## src/rtl/des_block_packer_if.sv

```systemverilog
`default_nettype none
// ============================================================================
// Module   : des_block_packer_if
// Purpose  : Byte-stream input and 64-bit block output bundle for the DES
//            plaintext block packer.
// Revision : 1.0 - initial release
// ============================================================================
interface des_block_packer_if;
    logic [7:0]  in_byte;
    logic        in_valid;
    logic        in_last;
    logic        in_ready;
    logic [64:1] block;
    logic        block_valid;
    logic        block_last;
    logic        block_ready;
    logic [15:0] blk_cnt;

    // master: byte producer / block consumer side; slave: the packer
    modport master (
        output in_byte, in_valid, in_last, block_ready,
        input  in_ready, block, block_valid, block_last, blk_cnt
    );

    modport slave (
        input  in_byte, in_valid, in_last, block_ready,
        output in_ready, block, block_valid, block_last, blk_cnt
    );
endinterface
`default_nettype wire

```

## src/rtl/des_block_packer.sv

```systemverilog
`default_nettype none
// ============================================================================
// Module   : des_block_packer
// Purpose  : Packs a plaintext byte stream into 64-bit DES blocks ([64:1],
//            first byte in [64:57]) with optional PKCS#7 padding.
// Revision : 1.0 - initial release
// ============================================================================
module des_block_packer #(
    parameter bit PAD_EN = 1'b1
) (
    input wire                 clk,
    input wire                 rst,
    des_block_packer_if.slave  bus
);

    typedef enum logic [1:0] {
        S_FILL = 2'd0,
        S_PAD  = 2'd1,
        S_HOLD = 2'd2
    } state_t;

    localparam logic [64:1] c_PAD_BLOCK = {8{8'h08}};

    state_t      r_state;
    logic [2:0]  r_idx;
    logic [64:1] r_buf;
    logic        r_pend_pad;
    logic [2:0]  r_pad;
    logic        r_in_ready;
    logic        r_block_valid;
    logic        r_block_last;
    logic [15:0] r_blk_cnt;

    logic        w_accept;
    logic        w_handshake;

    assign w_accept    = bus.in_valid & r_in_ready;
    assign w_handshake = r_block_valid & bus.block_ready;

    always_ff @(posedge clk) begin
        if (rst) begin
            r_state       <= S_FILL;
            r_idx         <= 3'd0;
            r_buf         <= '0;
            r_pend_pad    <= 1'b0;
            r_pad         <= 3'd0;
            r_in_ready    <= 1'b1;
            r_block_valid <= 1'b0;
            r_block_last  <= 1'b0;
            r_blk_cnt     <= 16'd0;
        end else begin
            if (w_handshake) begin
                r_blk_cnt <= r_blk_cnt + 16'd1;
            end

            case (r_state)
                S_FILL: begin
                    if (w_accept) begin
                        for (int k = 0; k < 8; k++) begin
                            if (3'(k) == r_idx) begin
                                r_buf[64-8*k -: 8] <= bus.in_byte;
                            end
                        end
                        r_idx <= r_idx + 3'd1;
                        if (r_idx == 3'd7) begin
                            // A full final block still needs a whole pad block behind it
                            r_state       <= S_HOLD;
                            r_in_ready    <= 1'b0;
                            r_block_valid <= 1'b1;
                            r_block_last  <= bus.in_last & ~PAD_EN;
                            r_pend_pad    <= bus.in_last & PAD_EN;
                        end else if (bus.in_last) begin
                            r_in_ready <= 1'b0;
                            if (PAD_EN) begin
                                r_state <= S_PAD;
                                r_pad   <= 3'd7 - r_idx;
                            end else begin
                                // Tail bytes are already zero from the buffer clear
                                r_state       <= S_HOLD;
                                r_block_valid <= 1'b1;
                                r_block_last  <= 1'b1;
                            end
                        end
                    end
                end

                S_PAD: begin
                    for (int k = 0; k < 8; k++) begin
                        if (3'(k) >= r_idx) begin
                            r_buf[64-8*k -: 8] <= {5'd0, r_pad};
                        end
                    end
                    r_state       <= S_HOLD;
                    r_block_valid <= 1'b1;
                    r_block_last  <= 1'b1;
                end

                S_HOLD: begin
                    if (w_handshake) begin
                        if (r_pend_pad) begin
                            r_buf        <= c_PAD_BLOCK;
                            r_block_last <= 1'b1;
                            r_pend_pad   <= 1'b0;
                        end else begin
                            r_state       <= S_FILL;
                            r_idx         <= 3'd0;
                            r_buf         <= '0;
                            r_in_ready    <= 1'b1;
                            r_block_valid <= 1'b0;
                            r_block_last  <= 1'b0;
                        end
                    end
                end

                default: begin
                    r_state <= S_FILL;
                end
            endcase
        end
    end

    assign bus.in_ready    = r_in_ready;
    assign bus.block       = r_buf;
    assign bus.block_valid = r_block_valid;
    assign bus.block_last  = r_block_last;
    assign bus.blk_cnt     = r_blk_cnt;

endmodule
`default_nettype wire
```

## src/flat_wrapper.sv

```systemverilog
// flat-port wrapper written by rule: the top's interface ports become plain ports
module des_block_packer_flat 
#(
    parameter bit PAD_EN = 1'b1
)
  (clk, rst, bus_in_byte, bus_in_valid, bus_in_last, bus_block_ready, bus_in_ready, bus_block, bus_block_valid, bus_block_last, bus_blk_cnt);
  des_block_packer_if bus_i ();
  input wire clk;
  input wire rst;
  input wire logic [$bits(bus_i.in_byte)-1:0] bus_in_byte;
  input wire logic [$bits(bus_i.in_valid)-1:0] bus_in_valid;
  input wire logic [$bits(bus_i.in_last)-1:0] bus_in_last;
  input wire logic [$bits(bus_i.block_ready)-1:0] bus_block_ready;
  output wire logic [$bits(bus_i.in_ready)-1:0] bus_in_ready;
  output wire logic [$bits(bus_i.block)-1:0] bus_block;
  output wire logic [$bits(bus_i.block_valid)-1:0] bus_block_valid;
  output wire logic [$bits(bus_i.block_last)-1:0] bus_block_last;
  output wire logic [$bits(bus_i.blk_cnt)-1:0] bus_blk_cnt;
  assign bus_i.in_byte = bus_in_byte;
  assign bus_i.in_valid = bus_in_valid;
  assign bus_i.in_last = bus_in_last;
  assign bus_i.block_ready = bus_block_ready;
  assign bus_in_ready = bus_i.in_ready;
  assign bus_block = bus_i.block;
  assign bus_block_valid = bus_i.block_valid;
  assign bus_block_last = bus_i.block_last;
  assign bus_blk_cnt = bus_i.blk_cnt;
  des_block_packer #(.PAD_EN(PAD_EN)) u_core (.clk(clk), .rst(rst), .bus(bus_i));
endmodule
```

## config.mk

```make
export PLATFORM = sky130hd
export DESIGN_NAME = des_block_packer_flat
export DESIGN_NICKNAME = d
export VERILOG_FILES = /design/src/rtl/des_block_packer_if.sv /design/src/rtl/des_block_packer.sv /design/src/flat_wrapper.sv
export SDC_FILE = /design/constraint.sdc
export NUM_CORES = 1
export LEC_CHECK = 0
export ABC_AREA = 1
export CAP_MARGIN = 15
export CORE_MARGIN = 2
export CORE_UTILIZATION = 44
export DETAILED_ROUTE_END_ITERATION = 8
export GPL_ROUTABILITY_DRIVEN = 0
export HOLD_SLACK_MARGIN = 0.03
export MAX_ROUTING_LAYER = met4
export PLACE_DENSITY = 0.74
export SLEW_MARGIN = 5
export SYNTH_ARGS = -nofsm -noshare
export SYNTH_HDL_FRONTEND = slang
export SYNTH_SLANG_ARGS = --single-unit
export TNS_END_PERCENT = 5
```

## constraint.sdc

```tcl
create_clock -name clk -period 1.62 [get_ports clk]
set_input_delay 0.324 -clock clk [delete_from_list [all_inputs] [get_ports clk]]
set_output_delay 0.324 -clock clk [all_outputs]
set_load 0.01 [all_outputs]
```

==> metrics.txt <==
mux contribution to synthesized area 0; via density per instance 4.98; layout net count 698; cts hold-fix bufs 0; Die W 97.8 µm; worst-margin pin slew 475 ps; clock network power share 0.163; Crit-path slowest cell clkdlybuf4s50_1; Synth Area in Compound Gates 0.133; Yosys warnings 0; Root Driver clkbuf_8; Fillers 737; period utilisation layout 0.990; full die area 9570 µm²; final worst path period need 1600 ps; post-route antenna net violation count 0; global-route usage over all layers 0.223; DIE HEIGHT 97.8 µm; Logic pwr share 0.536; Placed Cells 765; fmax 0.623 GHz; Synth Register Bits 92; final setup fails 0; clk_lat worst skew 360 ps; Worst setup SP type register; Diodes inserted 0; Internal Power 6.75 mW; Avg Inst Size Synth 7.12 µm²; DR iter-0 viols 252; largest family of logic cells by synthesized area simple AND/OR/NAND/NOR gates; Core Region 8640 µm²; status complete, no violations; CTS max path bufs 2; final hold viol count 0; Post-Route Skew 13.5 ps; Worst setup EP type output port; Max Cap Viol 0; leakage 2.69 nW; net switching power 4.70 mW; total CTS buffers 9; I/O Buffers 95; critical-path cell list clkdlybuf4s50_1; Crit path arrival time 1280 ps; Remaining Overflow, GRT 0; wire per inst 13.5 µm; sequential cell area fraction in the yosys report 0.476; Max IR drop VDD 1.20 mV; final core occ 0.656; vias in the first global route 3,707; CP Class reg -> out; initial antenna violation count 0; critical path's top delay family buffers and inverters; clock slew at reported path FFs 100 ps; Post-Synth Adder-Cell Area 0.0291; Setup WS pre-CTS -251 ps; CP max stage delay 550 ps; Residual DRC 0; Clock Sinks 92; Sum Neg Setup Slack 0 ps; Final Non-Filler Cells 789; pin count of the biggest net entering global routing 44; drt first pass iters 6; Reg power frac 0.301; Switching Fraction 0.410; DR vias 3,927; IO Pins 96; HPWL after DPL 7550 µm; first-pass GRT wire length 17,000 µm; FP Rows 34; final setup margin 15.7 ps; Syn Std Cell Area 3870 µm²; fin. max-slew vios 0; WP data required 1300 ps; CTS tree yes; Cells after Synth 544; crit-path max FO 2; power density cells 2020 nW/µm²; worst relative slew slack 0.683; Hold Path Class reg -> reg; Layout area overhead 46.3%; Synthesized Nets 566; final wirelength 10,700 µm; share of cells above drive strength 1 0.164; post-synth cell types 30; setup repair after global routing missed its margin true; Post-Synth Simple-Gate Area 0.297; Initial Utilization 0.448; Buf/Inv on CP 1; H-tree depth 3; post-synthesis xor/xnor area fraction 0.00226
## layer usage
| metal | track usage | share of wire | vias to the layer above |
|---|---|---|---|
| li1 | - | - | 2001 |
| met1 | 0.268 | 0.43 | 1786 |
| met2 | 0.381 | 0.50 | 125 |
| met3 | 0.0394 | 0.053 | 15 |
| met4 | 0.0726 | 0.014 | 0 |
| met5 | - | 0 | - |
## flip-flops by register name, summed over array words and instances, names as in the netlist
signal and count:
u_core.r_pend_pad 1, u_core.bus.blk_cnt 16, u_core.r_state 2, u_core.bus.block_last 1
u_core.bus.block_valid 1, u_core.r_pad 3, u_core.bus.block 64, u_core.r_idx 3
u_core.bus.in_ready 1
## kinds of logic after synthesis
logic type	after synthesis
fa+ha+maj	9
simple gates	279
compound gates	101
buf+inv	62
xor+xnor	1
flops	92
## worst paths after layout
kind         slack (ps)                  end  cells past startpoint                start
max reg2reg          60  u_core.bus.block[5]                      9    u_core.r_state[0]
min                 460      u_core.r_pad[0]                      2      u_core.r_pad[0]
max                  20         bus_block[8]                      1  u_core.bus.block[9]
min reg2reg         460      u_core.r_pad[0]                      2      u_core.r_pad[0]
## timing repair
item / in CTS / in global routing
gates resized for setup: 31 / 78
setup buffers: 1 / 7
cloned: 0 / 0
pin swaps: 2 / 7
setup endpoints to repair: 62 / 92
hold endpoints to repair: 0 / 0
## power groups by stage
stage / Combinational [mW] / Clock (mW) / Sequential (mW)
5_1_grt: 6.79 / 1.97 / 3.52
4_1_cts: 5.59 / 1.88 / 3.44
6_report: 6.14 / 1.87 / 3.45
3_3_place_gp: 5.22 / 0 / 3.47
3_5_place_dp: 5.34 / 0 / 3.49
2_1_floorplan: 2.64 / 0 / 3.71
## cell type report
cell class                      count  area, µm²  area share
Multi-Input combinational cell    390       1930       0.340
Sequential cell                    92       1850       0.327
Timing Repair Buffer              133       1290       0.228
Inverter                           50        216      0.0382
Tap cell                          108        135      0.0238
Clock buffer                        9        124      0.0219
Clock inverter                      7        120      0.0212
## metrics by stage
stage / hold WS, ps / total power, mW / instance area [µm²]
after detailed placement: 446 / 8.83 / 5140
after global routing: 490 / 12.3 / 5670
final: 458 / 11.5 / 5670
after floorplan: 429 / 6.35 / 3870
after CTS: 460 / 10.9 / 5440
after global placement: 438 / 8.69 / 5140
## cells in the final DEF (no fill, tap or decap), drive strengths merged, types with 2 or more instances in the layout
cell | Yosys | final
clkdlybuf4s50 | 0 | 69
inv | 48 | 51
nor2 | 157 | 157
ha | 9 | 9
nand4 | 6 | 6
a21oi | 26 | 26
o21a | 2 | 2
clkinvlp | 0 | 2
nand2 | 97 | 97
nand3 | 16 | 16
buf | 6 | 38
dlymetal6s2s | 0 | 18
dlygate4sd2 | 0 | 8
bufinv | 0 | 3
clkbuf | 6 | 9
o21ai | 71 | 71
dfxtp | 92 | 92
## Yosys cell counts
| library cell | number | area share |
|---|---|---|
| nor3_1 | 1 | 0.0013 |
| dfxtp_1 | 92 | 0.48 |
| inv_1 | 44 | 0.043 |
| a21oi_1 | 26 | 0.034 |
| buf_2 | 2 | 0.0026 |
| nand2_4 | 2 | 0.0058 |
| o21ai_1 | 8 | 0.010 |
| clkinv_2 | 1 | 0.0013 |
| xor2_1 | 1 | 0.0023 |
| a22oi_1 | 1 | 0.0019 |
| buf_4 | 2 | 0.0039 |
| nor2_8 | 1 | 0.0052 |
| nand2_2 | 7 | 0.011 |
| clkbuf_1 | 6 | 0.0058 |
| nand3_1 | 15 | 0.019 |
| o21a_1 | 2 | 0.0039 |
| nor3b_1 | 1 | 0.0019 |
| inv_4 | 1 | 0.0016 |
| nor2_1 | 154 | 0.15 |
| nor2_2 | 2 | 0.0032 |
| ha_1 | 9 | 0.029 |
| inv_2 | 3 | 0.0029 |
| or2_1 | 1 | 0.0016 |
| clkinv_1 | 1 | 0.00097 |
| buf_1 | 2 | 0.0019 |
| nand4_1 | 6 | 0.0097 |
| o21ai_0 | 63 | 0.081 |
| nand2_1 | 88 | 0.085 |
| nand3_2 | 1 | 0.0026 |
| a31oi_1 | 1 | 0.0016 |
Note: power is estimated with default switching activity, not from simulation.
